$ cat src/rtl/fifo_arb_pkg.sv
// rtl/fifo_arb_pkg.sv - shared state encoding, default parameters and counter width helper
package fifo_arb_pkg;

  localparam int DEF_N_REQ     = 4;
  localparam int DEF_MAX_BURST = 8;
  localparam int DEF_PAUSE_MAX = 4;

  typedef enum logic [1:0] {
    IDLE  = 2'd0,
    BURST = 2'd1,
    PAUSE = 2'd2
  } arb_state_e;

  function automatic int cnt_width(input int max_val);
    return (max_val < 1) ? 1 : $clog2(max_val + 1);
  endfunction

endpackage

$ cat src/rtl/fifo_rd_arbiter_if.sv
// rtl/fifo_rd_arbiter_if.sv - requester/FIFO handshake bundle around the read arbiter
interface fifo_rd_arbiter_if import fifo_arb_pkg::*; #(
  parameter int N_REQ = DEF_N_REQ
) ();

  logic [N_REQ-1:0] req;
  logic             fifo_empty;
  logic             fifo_rd_en;
  logic [N_REQ-1:0] gnt;
  logic [N_REQ-1:0] rd_valid;
  logic             busy;

  modport master (
    output req, fifo_empty,
    input  fifo_rd_en, gnt, rd_valid, busy
  );

  modport slave (
    input  req, fifo_empty,
    output fifo_rd_en, gnt, rd_valid, busy
  );

endinterface

$ cat src/rtl/fifo_rd_arbiter_rr_pick.sv
// rtl/fifo_rd_arbiter_rr_pick.sv - combinational round-robin winner search starting at ptr
module rr_pick #(
  parameter int N  = 4,
  parameter int IW = (N > 1) ? $clog2(N) : 1
) (
  input  logic [N-1:0]  req,
  input  logic [IW-1:0] ptr,
  output logic [N-1:0]  winner,
  output logic [IW-1:0] idx
);

  logic [IW:0] cand;

  // Walk from the farthest offset down so the candidate closest to ptr is written last.
  always_comb begin
    winner = '0;
    idx    = '0;
    cand   = '0;
    for (int i = N - 1; i >= 0; i--) begin
      cand = {1'b0, ptr} + (IW + 1)'(i);
      if (cand >= (IW + 1)'(N)) cand = cand - (IW + 1)'(N);
      if (req[cand[IW-1:0]]) begin
        winner                 = '0;
        winner[cand[IW-1:0]]   = 1'b1;
        idx                    = cand[IW-1:0];
      end
    end
  end

endmodule

$ cat src/rtl/fifo_rd_arbiter.sv
// rtl/fifo_rd_arbiter.sv - round-robin arbiter sharing one FIFO read port with burst and pause limits
module fifo_rd_arbiter import fifo_arb_pkg::*; #(
  parameter int N_REQ     = DEF_N_REQ,
  parameter int MAX_BURST = DEF_MAX_BURST,
  parameter int PAUSE_MAX = DEF_PAUSE_MAX
) (
  input  logic             Clk,
  input  logic             Resetn,
  fifo_rd_arbiter_if.slave bus
);

  localparam int IW = (N_REQ > 1) ? $clog2(N_REQ) : 1;
  localparam int BW = cnt_width(MAX_BURST);
  localparam int PW = cnt_width(PAUSE_MAX);

  arb_state_e       state_q, state_d;
  logic [N_REQ-1:0] gnt_q, gnt_d, rd_valid_q, win;
  logic [IW-1:0]    gidx_q, gidx_d, ptr_q, ptr_d, win_idx, ptr_next;
  logic [BW-1:0]    beat_q, beat_d;
  logic [PW-1:0]    pcnt_q, pcnt_d;
  logic             req_g, rd_en, last_beat, release_g;

  rr_pick #(.N(N_REQ), .IW(IW)) u_pick (
    .req    (bus.req),
    .ptr    (ptr_q),
    .winner (win),
    .idx    (win_idx)
  );

  assign req_g     = bus.req[gidx_q];
  assign rd_en     = (state_q == BURST) && req_g && !bus.fifo_empty;
  assign last_beat = (beat_q == BW'(MAX_BURST - 1));
  assign ptr_next  = (gidx_q == IW'(N_REQ - 1)) ? '0 : gidx_q + IW'(1);

  assign bus.fifo_rd_en = rd_en;
  assign bus.gnt        = gnt_q;
  assign bus.rd_valid   = rd_valid_q;
  assign bus.busy       = (state_q != IDLE);

  always_ff @(posedge Clk or negedge Resetn) begin
    if (!Resetn) begin
      state_q    <= IDLE;
      gnt_q      <= '0;
      rd_valid_q <= '0;
      gidx_q     <= '0;
      ptr_q      <= '0;
      beat_q     <= '0;
      pcnt_q     <= '0;
    end else begin
      state_q    <= state_d;
      gnt_q      <= gnt_d;
      rd_valid_q <= gnt_q & {N_REQ{rd_en}};
      gidx_q     <= gidx_d;
      ptr_q      <= ptr_d;
      beat_q     <= beat_d;
      pcnt_q     <= pcnt_d;
    end
  end

  always_comb begin
    state_d   = state_q;
    gnt_d     = gnt_q;
    gidx_d    = gidx_q;
    ptr_d     = ptr_q;
    beat_d    = beat_q;
    pcnt_d    = pcnt_q;
    release_g = 1'b0;
    case (state_q)
      IDLE: begin
        if (|bus.req) begin
          state_d = BURST;
          gnt_d   = win;
          gidx_d  = win_idx;
          beat_d  = '0;
          pcnt_d  = '0;
        end
      end
      BURST: begin
        if (rd_en) beat_d = beat_q + BW'(1);
        // A last beat coinciding with a req drop falls into this single release.
        if ((rd_en && last_beat) || !req_g) begin
          release_g = 1'b1;
        end else if (bus.fifo_empty) begin
          state_d = PAUSE;
          pcnt_d  = '0;
        end
      end
      PAUSE: begin
        if (req_g && !bus.fifo_empty) begin
          state_d = BURST;
        end else if (!req_g || pcnt_q == PW'(PAUSE_MAX - 1)) begin
          release_g = 1'b1;
        end else begin
          pcnt_d = pcnt_q + PW'(1);
        end
      end
      default: state_d = IDLE;
    endcase
    if (release_g) begin
      state_d = IDLE;
      gnt_d   = '0;
      ptr_d   = ptr_next;
      beat_d  = '0;
      pcnt_d  = '0;
    end
  end

endmodule

$ cat src/flat_wrapper.sv
// flat-port wrapper written by rule: the top's interface ports become plain ports
module fifo_rd_arbiter_flat import fifo_arb_pkg::*;
#(
  parameter int N_REQ     = DEF_N_REQ,
  parameter int MAX_BURST = DEF_MAX_BURST,
  parameter int PAUSE_MAX = DEF_PAUSE_MAX
)
  (Clk, Resetn, bus_req, bus_fifo_empty, bus_fifo_rd_en, bus_gnt, bus_rd_valid, bus_busy);
  fifo_rd_arbiter_if #(.N_REQ(N_REQ)) bus_i ();
  input  logic Clk;
  input  logic Resetn;
  input wire logic [$bits(bus_i.req)-1:0] bus_req;
  input wire logic [$bits(bus_i.fifo_empty)-1:0] bus_fifo_empty;
  output wire logic [$bits(bus_i.fifo_rd_en)-1:0] bus_fifo_rd_en;
  output wire logic [$bits(bus_i.gnt)-1:0] bus_gnt;
  output wire logic [$bits(bus_i.rd_valid)-1:0] bus_rd_valid;
  output wire logic [$bits(bus_i.busy)-1:0] bus_busy;
  assign bus_i.req = bus_req;
  assign bus_i.fifo_empty = bus_fifo_empty;
  assign bus_fifo_rd_en = bus_i.fifo_rd_en;
  assign bus_gnt = bus_i.gnt;
  assign bus_rd_valid = bus_i.rd_valid;
  assign bus_busy = bus_i.busy;
  fifo_rd_arbiter #(.N_REQ(N_REQ), .MAX_BURST(MAX_BURST), .PAUSE_MAX(PAUSE_MAX)) u_core (.Clk(Clk), .Resetn(Resetn), .bus(bus_i));
endmodule
$ cat config.mk
export PLATFORM = sky130hd
export DESIGN_NAME = fifo_rd_arbiter_flat
export DESIGN_NICKNAME = d
export VERILOG_FILES = /design/src/rtl/fifo_arb_pkg.sv /design/src/rtl/fifo_rd_arbiter_if.sv /design/src/rtl/fifo_rd_arbiter_rr_pick.sv /design/src/rtl/fifo_rd_arbiter.sv /design/src/flat_wrapper.sv
export SDC_FILE = /design/constraint.sdc
export NUM_CORES = 1
export LEC_CHECK = 0
export ABC_AREA = 1
export CORE_ASPECT_RATIO = 0.7
export CORE_UTILIZATION = 45
export CTS_BUF_LIST = sky130_fd_sc_hd__clkbuf_4 sky130_fd_sc_hd__clkbuf_8 sky130_fd_sc_hd__clkbuf_16
export DETAILED_ROUTE_END_ITERATION = 7
export PLACE_DENSITY = 0.78
export SLEW_MARGIN = 30
export SYNTH_ARGS = -nofsm -noshare
export SYNTH_HDL_FRONTEND = slang
export SYNTH_SLANG_ARGS = --single-unit
export TNS_END_PERCENT = 50
$ cat constraint.sdc
create_clock -name Clk -period 1.6 [get_ports Clk]
set_input_delay 0.32 -clock Clk [delete_from_list [all_inputs] [get_ports Clk]]
set_output_delay 0.32 -clock Clk [all_outputs]
set_load 0.01 [all_outputs]
==> impl_metrics.json <==
{
  "drv_slew": 0,
  "wirelength_um": 4532,
  "clk_pin_slew_ns": 0.07,
  "cellLeakagePower_uw": 0.001266,
  "initial_core_util_pct": 47.26,
  "avgSynthCellArea_um2": 7.785,
  "post_drt_wl_per_cell_um": 13.65,
  "vias": 1704,
  "cts_max_path_buffers": 2,
  "cpMostUsedCell": "nand2_4",
  "path_cells": "buf_6 -> ha_4 -> nand2_4 -> nor3_4 -> o21ai_4 -> nand2_4 -> buf_4 -> a21oi_2 -> nand3_2 -> nand2_1",
  "drtIter0Drc": 85,
  "n_antenna_cell": 0,
  "grtUsageTotal_pct": 24.52,
  "synth_top_area_share_pct": 31.25,
  "grt-ovfl-total": 0,
  "setup_slack_ns": -0.09343,
  "endpoint_kind": "flop",
  "cp.required_ns": 1.80,
  "synth.largest_area_cell": "dfrtp_1",
  "firstDrtPassIters": 4,
  "coreArea_um2": 3558,
  "start_kind": "flop",
  "slowest_stage": "dfrtp_1",
  "worstHoldPathType": "in2async",
  "ys_warn_count": 0,
  "violations": "setup timing",
  "critPathArrivalTime_ns": 1.89,
  "syn_to_final_growth_pct": 50.97,
  "critical_path.max_fanout": 4,
  "synthTopCellsByCount": "57 x nand2_1, 25 x inv_1, 21 x dfrtp_1",
  "htree_levels": 1,
  "grt_max_degree": 22,
  "place_congestion": 0.8886,
  "outcome": "complete, but fails checks",
  "insertion_delay_ns": 0.26,
  "final_net_count": 306,
  "synth.ff_latch_count": 21,
  "rows": 18,
  "synth_area_leaders": "dfrtp_1 31%, nand2_1 13%, ha_1 12%, inv_1 5.6%, a21oi_1 4.5%",
  "grt_pass1_wl_um": 7293,
  "crit_type": "reg2reg",
  "netlist_area_um2": 1682,
  "hpwl_um": 3083,
  "hold_viol": 0,
  "fmax_ghz": 0.5905,
  "ys.flop_type": "dfrtp_1",
  "worst_pin_slew_ns": 0.2999,
  "powerDensity_nw_per_um2": 2140,
  "setup_tns_ns": -0.7135,
  "clock_skew_ns": 0.001527,
  "port-buffer-count": 16,
  "die_area_um2": 3989,
  "cts_tree": "done",
  "dpl_cell_area_um2": 2255,
  "drt-vias-per-instance": 5.133,
  "ant_nets": 0,
  "ys_async_sr_fraction_pct": 100.0,
  "drcViolationCount": 0,
  "drive_gt1_share_pct": 42.55,
  "fp.dieH_um": 53.15,
  "cts_hold_buf": 0,
  "rsz0062_at_grt": "true",
  "antenna_found_initial": 0,
  "ys_seq_area_share_pct": 31.25,
  "synth-edff-count": 0,
  "hold_ws_ns": 0.4009,
  "root_buffer": "clkbuf_8",
  "final.min_clock_period_ns": 1.693,
  "die_w_um": 75.07,
  "slew_headroom_pct": 80.00,
  "yosysUniqueCellTypes": 31,
  "first_global_vias": 1657,
  "synth_most_common_cell": "nand2_1",
  "synth.net_count": 239,
  "ir_worst_vdd_mv": 1.033,
  "syn_inst": 216,
  "cts.sinks": 21,
  "setup_viol": 14,
  "maxCapViolations": 0,
  "io_pins": 17,
  "cts_buffers": 3,
  "design_area_um2": 2539,
  "slowest_delay_ns": 0.39,
  "min_period_over_period_pct": 105.8
}
==> registers in the layout, summed over array words and instances (netlist names) <==
| name | flops |
|---|---|
| u_core.beat_q | 4 |
| u_core.bus.gnt | 4 |
| u_core.bus.rd_valid | 4 |
| u_core.gidx_q | 2 |
| u_core.pcnt_q | 3 |
| u_core.ptr_q | 2 |
| u_core.state_q | 2 |
==> cells in the final DEF, fill, tap and decap left out, types with 9 or more instances in the layout <==
cell type	instances
buf_4	34
a21oi_1	9
buf_6	12
nand2_2	9
clkdlybuf4s50_1	9
ha_1	14
nand3_1	9
dfrtp_1	19
inv_1	18
nand2_1	47
nor2_1	13
a21oi_2	9
==> per-stage QoR <==
step                      setup WS [ns]  cells  util, %  total power (uW)
final                          -0.09343    332    71.34              5433
after floorplan                -0.01605    216        -              3053
after global routing            -0.1825    332    71.34              5869
after CTS                      -0.04146    331    69.06              5113
after global placement          -0.4612    322    63.36              4267
after detailed placement        -0.4642    322    63.36              4360
==> report_power, final <==
| group | leakage [uW] | total (uW) | switching, uW | internal, uW |
|---|---|---|---|---|
| clock network | 0.0000255 | 341 | 168 | 173 |
| registers | 0.000271 | 881 | 163 | 719 |
| logic | 0.000969 | 4210 | 2310 | 1900 |
==> per-layer routing <==
metal  vias up  wire [um]  GRT usage (%)
met2        38       2209          40.99
met5         -          0              0
met4         0         37          5.975
met1       810       2126          32.28
met3         6        158          5.143
li1        850          -              -
==> final timing paths <==
kind	from	to	depth (start not counted)	slack [ns]
min	Resetn	u_core.bus.gnt[1]	2	0.40
min reg2reg	u_core.pcnt_q[1]	u_core.pcnt_q[1]	2	0.49
min in group Clk	u_core.pcnt_q[1]	u_core.pcnt_q[1]	2	0.49
max in group asynchronous	Resetn	u_core.ptr_q[0]	2	0.96
max reg2reg	u_core.state_q[0]	u_core.beat_q[0]	10	-0.09
max	u_core.state_q[0]	u_core.beat_q[0]	10	-0.09
==> cells by family after synthesis <==
| kind of cell | Yosys count | share of synthesized area [%] |
|---|---|---|
| simple gates | 106 | 32.29 |
| compound gates | 43 | 16.74 |
| buf+inv | 30 | 7.812 |
| flops | 21 | 31.25 |
| fa+ha+maj | 16 | 11.90 |
==> area by class of cell <==
cell class | instances | area, um^2
Clock buffer | 3 | 41.29
Clock inverter | 1 | 5.005
Fill cell | 276 | 1020
Inverter | 27 | 106.4
Multi-Input combinational cell | 166 | 1221
Sequential cell | 21 | 528.0
Tap cell | 50 | 62.56
Timing Repair Buffer | 64 | 574.3
==> critical path, delay by kind of cell, from the launching register on <==
| kind | cells | cell delay [ns] |
|---|---|---|
| DFF | 1 | 0.39 |
| and+or+nand+nor | 5 | 0.40 |
| adders and majority gates | 1 | 0.16 |
| AOI/OAI and AO/OA | 2 | 0.36 |
| buffers and inverters | 2 | 0.31 |
==> what timing repair did <==
| item | 4_1_cts | 5_1_grt |
|---|---|---|
| pin swaps | 13 | 16 |
| gates resized for setup | 49 | 23 |
| setup buffers | 4 | 1 |
| gates cloned | 1 | 0 |
| endpoints found under the setup margin | 18 | 18 |
(Power assumes the default switching activity.)
